===== src/rtl/pipeline_pkg.sv =====
// Shared pipeline types and helpers for the front-end stage registers.
package pipeline_pkg;

  localparam int unsigned DEF_INSTR_WIDTH = 32;
  localparam int unsigned DEF_DATA_WIDTH  = 64;
  localparam int unsigned DEF_LANES       = 1;
  localparam int unsigned DEF_CNT_WIDTH   = 16;

  // Fetch packet at the default geometry; parametrised stages build the same layout locally.
  typedef struct packed {
    logic [DEF_DATA_WIDTH-1:0]                     pc;
    logic [DEF_LANES-1:0][DEF_INSTR_WIDTH-1:0]     instr;
    logic [DEF_LANES-1:0]                          mask;
  } ifid_pkt_t;

  // Number of set bits in a 2-bit kill vector (0, 1 or 2).
  function automatic logic [1:0] popcount2(input logic [1:0] v);
    return {v[1] & v[0], v[1] ^ v[0]};
  endfunction

endpackage


===== src/rtl/pipe_skid_buf.sv =====
// Generic 2-entry skid buffer (main + skid) with valid/ready, flush and accept-without-store.
// in_ready depends only on local state, so there is no combinational path from out_ready.
module pipe_skid_buf #(
  parameter type T = logic [7:0]
) (
  input  logic       clk_i,
  input  logic       rst_ni,
  input  logic       flush_i,
  input  logic       in_valid_i,
  input  logic       in_drop_i,
  input  T           in_data_i,
  output logic       in_ready_o,
  output logic       out_valid_o,
  output T           out_data_o,
  input  logic       out_ready_i,
  output logic [1:0] kill_c_o
);

  logic m_valid_q, m_valid_d;
  logic s_valid_q, s_valid_d;
  T     m_data_q,  m_data_d;
  T     s_data_q,  s_data_d;

  logic accept;
  logic consume;
  logic store;

  assign accept  = in_valid_i & ~s_valid_q;
  assign consume = m_valid_q & out_ready_i;
  assign store   = accept & ~in_drop_i;

  // Next-state: flush wins, then refill main from skid, else load or spill into skid.
  always_comb begin
    m_valid_d = m_valid_q;
    s_valid_d = s_valid_q;
    m_data_d  = m_data_q;
    s_data_d  = s_data_q;
    kill_c_o  = 2'b00;
    if (flush_i) begin
      m_valid_d = 1'b0;
      s_valid_d = 1'b0;
      kill_c_o  = {s_valid_q, m_valid_q & ~out_ready_i};
    end else if (consume || !m_valid_q) begin
      if (s_valid_q) begin
        m_valid_d = 1'b1;
        m_data_d  = s_data_q;
        s_valid_d = 1'b0;
      end else begin
        m_valid_d = store;
        if (store) begin
          m_data_d = in_data_i;
        end
      end
    end else if (store) begin
      s_valid_d = 1'b1;
      s_data_d  = in_data_i;
    end
  end

  always_ff @(posedge clk_i or negedge rst_ni) begin
    if (!rst_ni) begin
      m_valid_q <= 1'b0;
      s_valid_q <= 1'b0;
      m_data_q  <= '0;
      s_data_q  <= '0;
    end else begin
      m_valid_q <= m_valid_d;
      s_valid_q <= s_valid_d;
      m_data_q  <= m_data_d;
      s_data_q  <= s_data_d;
    end
  end

  assign in_ready_o  = ~s_valid_q;
  assign out_valid_o = m_valid_q;
  assign out_data_o  = m_data_q;

endmodule


===== src/rtl/ifid_skid_stage.sv =====
// IF->ID stage register: fetch packet through a 2-entry skid buffer, plus a saturating
// count of packets killed by branch flush.
module ifid_skid_stage
  import pipeline_pkg::*;
#(
  parameter int unsigned INSTR_WIDTH = DEF_INSTR_WIDTH,
  parameter int unsigned DATA_WIDTH  = DEF_DATA_WIDTH,
  parameter int unsigned LANES       = DEF_LANES,
  parameter int unsigned CNT_WIDTH   = DEF_CNT_WIDTH
) (
  input  logic                         clk,
  input  logic                         reset,
  input  logic                         flush,
  input  logic                         in_valid,
  output logic                         in_ready,
  input  logic [DATA_WIDTH-1:0]        in_pc,
  input  logic [LANES*INSTR_WIDTH-1:0] in_instr,
  input  logic [LANES-1:0]             in_mask,
  output logic                         out_valid,
  input  logic                         out_ready,
  output logic [DATA_WIDTH-1:0]        out_pc,
  output logic [LANES*INSTR_WIDTH-1:0] out_instr,
  output logic [LANES-1:0]             out_mask,
  output logic [CNT_WIDTH-1:0]         flush_drops
);

  localparam int unsigned SUM_W = CNT_WIDTH + 1;

  // Same layout as ifid_pkt_t, sized by this instance's parameters.
  typedef struct packed {
    logic [DATA_WIDTH-1:0]             pc;
    logic [LANES-1:0][INSTR_WIDTH-1:0] instr;
    logic [LANES-1:0]                  mask;
  } pkt_t;

  pkt_t in_pkt;
  pkt_t out_pkt;
  logic [1:0] kill_c;

  logic [CNT_WIDTH-1:0] drops_q, drops_d;
  logic [SUM_W-1:0]     drop_sum;

  always_comb begin
    in_pkt       = '0;
    in_pkt.pc    = in_pc;
    in_pkt.instr = in_instr;
    in_pkt.mask  = in_mask;
  end

  // Empty-mask packets complete the handshake but never occupy an entry.
  pipe_skid_buf #(
    .T (pkt_t)
  ) u_buf (
    .clk_i       (clk),
    .rst_ni      (reset),
    .flush_i     (flush),
    .in_valid_i  (in_valid),
    .in_drop_i   (in_mask == '0),
    .in_data_i   (in_pkt),
    .in_ready_o  (in_ready),
    .out_valid_o (out_valid),
    .out_data_o  (out_pkt),
    .out_ready_i (out_ready),
    .kill_c_o    (kill_c)
  );

  assign out_pc    = out_pkt.pc;
  assign out_instr = out_pkt.instr;
  assign out_mask  = out_pkt.mask;

  // Saturating drop counter; carry-out of the widened sum means overflow.
  assign drop_sum = {1'b0, drops_q} + SUM_W'(popcount2(kill_c));

  always_comb begin
    drops_d = drops_q;
    if (flush) begin
      drops_d = drop_sum[CNT_WIDTH] ? '1 : drop_sum[CNT_WIDTH-1:0];
    end
  end

  always_ff @(posedge clk or negedge reset) begin
    if (!reset) begin
      drops_q <= '0;
    end else begin
      drops_q <= drops_d;
    end
  end

  assign flush_drops = drops_q;

endmodule

===== config.mk =====
export PLATFORM = sky130hd
export DESIGN_NAME = ifid_skid_stage
export DESIGN_NICKNAME = d
export VERILOG_FILES = /design/src/rtl/pipeline_pkg.sv /design/src/rtl/pipe_skid_buf.sv /design/src/rtl/ifid_skid_stage.sv
export SDC_FILE = /design/constraint.sdc
export NUM_CORES = 1
export LEC_CHECK = 0
export ABC_AREA = 0
export ABC_CLOCK_PERIOD_IN_PS = 3400
export CORE_UTILIZATION = 35
export CTS_CLUSTER_DIAMETER = 150
export DETAILED_ROUTE_END_ITERATION = 8
export HOLD_SLACK_MARGIN = 0.05
export SLEW_MARGIN = 15
export SYNTH_ARGS = -nofsm -noshare
export SYNTH_HDL_FRONTEND = slang
export SYNTH_HIERARCHICAL = 1
export SYNTH_SLANG_ARGS = --single-unit

===== constraint.sdc =====
create_clock -name clk -period 3.4 [get_ports clk]
set_input_delay 0.34 -clock clk [delete_from_list [all_inputs] [get_ports clk]]
set_output_delay 0.34 -clock clk [all_outputs]
set_load 0.005 [all_outputs]

==> results.py <==
metrics = {
    "timing": {
        "setup_viol": 0,
        "min_period_ns": 2.84,
        "max_freq_ghz": 0.352,
        "skew_ns": 0.00977,
        "fin_crit_sh_pct": 83.5,
        "max-slew-margin-rel_pct": 41.8,
        "tns_ns": 0,
        "worst_pin_slew_ns": 0.872,
        "rsz0062_at_grt": "false",
        "finalHoldViolCount": 0,
        "drv_slew": 0,
    },
    "synth": {
        "synth_top_family_by_area": "multiplexers",
        "syn-num-nets": 722,
        "synthAdderAreaFrac_pct": 0.611,
        "ys_seq_area_share_pct": 56.3,
        "synth_xor_xnor_area_share_pct": 0.558,
        "synth-seq-cells": 212,
        "synth_warnings": 6,
        "synth_cell_type_count": 34,
        "syn_area_per_cell_sq_um": 15.3,
        "synthSimpleGateAreaFrac_pct": 3.04,
        "synth-edff-count": 0,
        "synth-compound-area-share_pct": 0.571,
        "ys_async_sr_fraction_pct": 100,
        "muxShareOfSynthArea_pct": 36.7,
        "netlist_instances": 616,
        "synth_ff_type": "dfrtp_1",
        "netlist_area_sq_um": 9420,
    },
    "setup_path": {
        "required_ns": 3.81,
        "crit_fanout": 13,
        "startpoint_type": "register",
        "r2r_cells": 9,
        "worstSetupPathType": "register to register",
        "cp-end-kind": "register",
        "critPathArrivalTime_ns": 3.25,
    },
    "global_routing": {
        "antenna_found_initial": 0,
        "grt_pass1_vias": 6438,
        "overflow": 0,
        "grt_max_degree": 101,
        "groute.usage.overall_pct": 16.1,
        "grt_first_pass_wirelength_um": 35700,
    },
    "detailed_routing": {
        "via_count": 5791,
        "dr.first_iter.drc_count": 237,
        "via_per_inst": 4.87,
        "firstDrtPassIters": 8,
        "drt-total-wl_um": 21800,
        "ant_nets": 0,
        "avgRoutedWirePerCell_um": 18.3,
        "drc": 10,
    },
    "placed_design": {
        "dp_cells": 1144,
        "gp_congestion": 0.774,
        "io_buffers": 216,
        "dp_hpwl_um": 14300,
    },
    "clock_tree": {
        "max-clock-path-buffers": 3,
        "post-cts-setup-buffers": 0,
        "cts_sinks": 212,
        "root_buffer": "clkbuf_16",
        "htreeDepth": 1,
        "cts_tree": "done",
        "clock_latency_ns": 0.51,
        "clkTransAtPathRegs_ns": 0.06,
        "numCtsBuffers": 25,
    },
    "floorplan": {
        "core_sq_um": 26200,
        "ioPinCount": 217,
        "start_util_pct": 35.9,
        "rows": 59,
        "die_w_um": 166,
        "die_y_um": 166,
        "dieArea_sq_um": 27600,
    },
    "flow_run": {
        "max-cap-violations": 0,
    },
    "status": {
        "status": "finished with violations",
        "failed_checks": "DRC",
    },
    "layout": {
        "drive_above_1_share_pct": 41.8,
        "nets": 943,
        "syn_to_final_growth_pct": 36.1,
        "n_antenna_cell": 0,
        "fin_cells": 1190,
    },
    "power_and_ir_drop": {
        "ir_worst_vdd_v": 0.000273,
        "p_leak_nw": 5.60,
        "power_density_nw_per_um2": 583,
    },
    "worst_hold_path": {
        "min_path_type": "input port to register",
        "min_delay_path_depth": 2,
    },
}
==> cell type report <==
type	count	area, sq um
inverters	6	22.5
fillers	2258	13400
repair buffers	227	2280
flip-flops and latches	212	5310
clock buffers	31	698
well taps	335	419
clock inverters	14	178
multi-input cells	365	3920
==> layout by cell type, fill, tap and decap left out, drive strengths merged <==
cell type and count:
and3 1, nor3b 1, o21ai 3, clkinv 7, bufinv 4, clkdlybuf4s50 215
and3b 1, and2 6, ha 3, buf 10, or4 1, and4b 1
nand2b 3, mux2 296, nand4 7, a31oi 1, dfrtp 212, nor2 2
clkbuf 32, dlygate4sd3 1, a211oi 1, nand3 2, clkinvlp 3, nor3 2
inv 6, a21oi 4, fa 1, nor2b 1, xor2 2, and4 3
mux2i 1, nand2 17, xnor2 4, nor4 1
==> state kept, by name, summed over array words and instances (netlist names) <==
register           count
flush_drops           16
u_buf/s_data_q        97
u_buf/out_valid_o      1
u_buf/out_data_o      97
u_buf/s_valid_q        1
==> cells in the mapped netlist (all sizes together), types with 2 or more instances <==
| library cell | n | area [sq um] |
|---|---|---|
| a21oi | 4 | 20.0 |
| and2 | 6 | 38.8 |
| and4 | 3 | 28.8 |
| buf | 22 | 141 |
| clkbuf | 11 | 41.3 |
| dfrtp | 212 | 5310 |
| ha | 3 | 37.5 |
| inv | 6 | 22.5 |
| mux2 | 296 | 3450 |
| nand2 | 17 | 63.8 |
| nand2b | 3 | 18.8 |
| nand3 | 2 | 10.0 |
| nand4 | 7 | 43.8 |
| nor2 | 2 | 7.51 |
| nor3 | 2 | 10.0 |
| o21ai | 3 | 15.0 |
| xnor2 | 4 | 35.0 |
| xor2 | 2 | 17.5 |
==> worst paths after layout <==
check                                               startpoint                               end  slack (ns)
min in group asynchronous                                reset     u_buf/s_data_q[6]$_DFFE_PN0P_        0.48
worst max-delay path             u_buf/out_valid_o$_DFFE_PN0N_        flush_drops[7]$_DFFE_PN0P_        0.56
worst min register to register  u_buf/s_data_q[26]$_DFFE_PN0P_    u_buf/s_data_q[26]$_DFFE_PN0P_        0.50
worst min-delay path                              in_instr[31]    u_buf/s_data_q[32]$_DFFE_PN0P_        0.47
max in group asynchronous                                reset  u_buf/out_data_o[63]$_DFFE_PN0P_        2.01
worst max register to register   u_buf/out_valid_o$_DFFE_PN0N_        flush_drops[7]$_DFFE_PN0P_        0.56
==> worst max-delay path, stage by stage (launching register included) <==
cell and delay [ns]:
dfrtp_1 0.40, nor2b_1 0.17, and2_1 0.16, ha_1 0.27
ha_1 0.18, inv_1 0.07, fa_1 0.41, and4b_1 0.31
nand4_1 0.45, a31oi_1 0.33
==> metal layers <==
| layer | routed length, um | track usage [%] | share of wire, % | up-vias |
|---|---|---|---|---|
| met3 | 997 | 2.69 | 4.6 | 40 |
| li1 | - | - | - | 2644 |
| met5 | 0 | 0 | 0 | - |
| met4 | 690 | 5.36 | 3.2 | 0 |
| met1 | 9080 | 20.0 | 42 | 2951 |
| met2 | 11000 | 28.3 | 51 | 156 |
==> what timing repair did <==
action / CTS / global route
resized for setup: 0 / 0
hold buffers: 1 / 0
hold endpoints to repair: 96 / 0
==> per-stage QoR <==
stage                     area (sq um)  total power, mW  setup WS (ns)  utilization (%)  hold slack, ns
after floorplan                   9420             3.82          0.503                -          0.0444
after global placement           11900             4.68          0.321             45.5           0.480
after detailed placement         11900             4.75          0.236             45.5           0.490
after CTS                        12800             7.60          0.545             48.9           0.441
after global routing             12800             7.86          0.333             48.9           0.458
final                            12800             7.48          0.561             48.9           0.472
==> cell families (layout without fill, tap and decap cells) <==
kind of cell	after synthesis	after routing
multiplexers	297	297
flip-flops	212	212
AND/OR/NAND/NOR	49	49
buffers and inverters	39	278
AO/OA/AOI/OAI	9	9
XOR/XNOR	6	6
adder cells (fa/ha/maj)	4	4
==> power by group <==
| part | switching, mW | internal [mW] | leakage [nW] |
|---|---|---|---|
| registers | 0.258 | 2.99 | 2.66 |
| clock network | 1.04 | 1.75 | 0.430 |
| logic | 0.435 | 0.997 | 2.51 |
No activity file was read; power rests on OpenSTA's default activity.
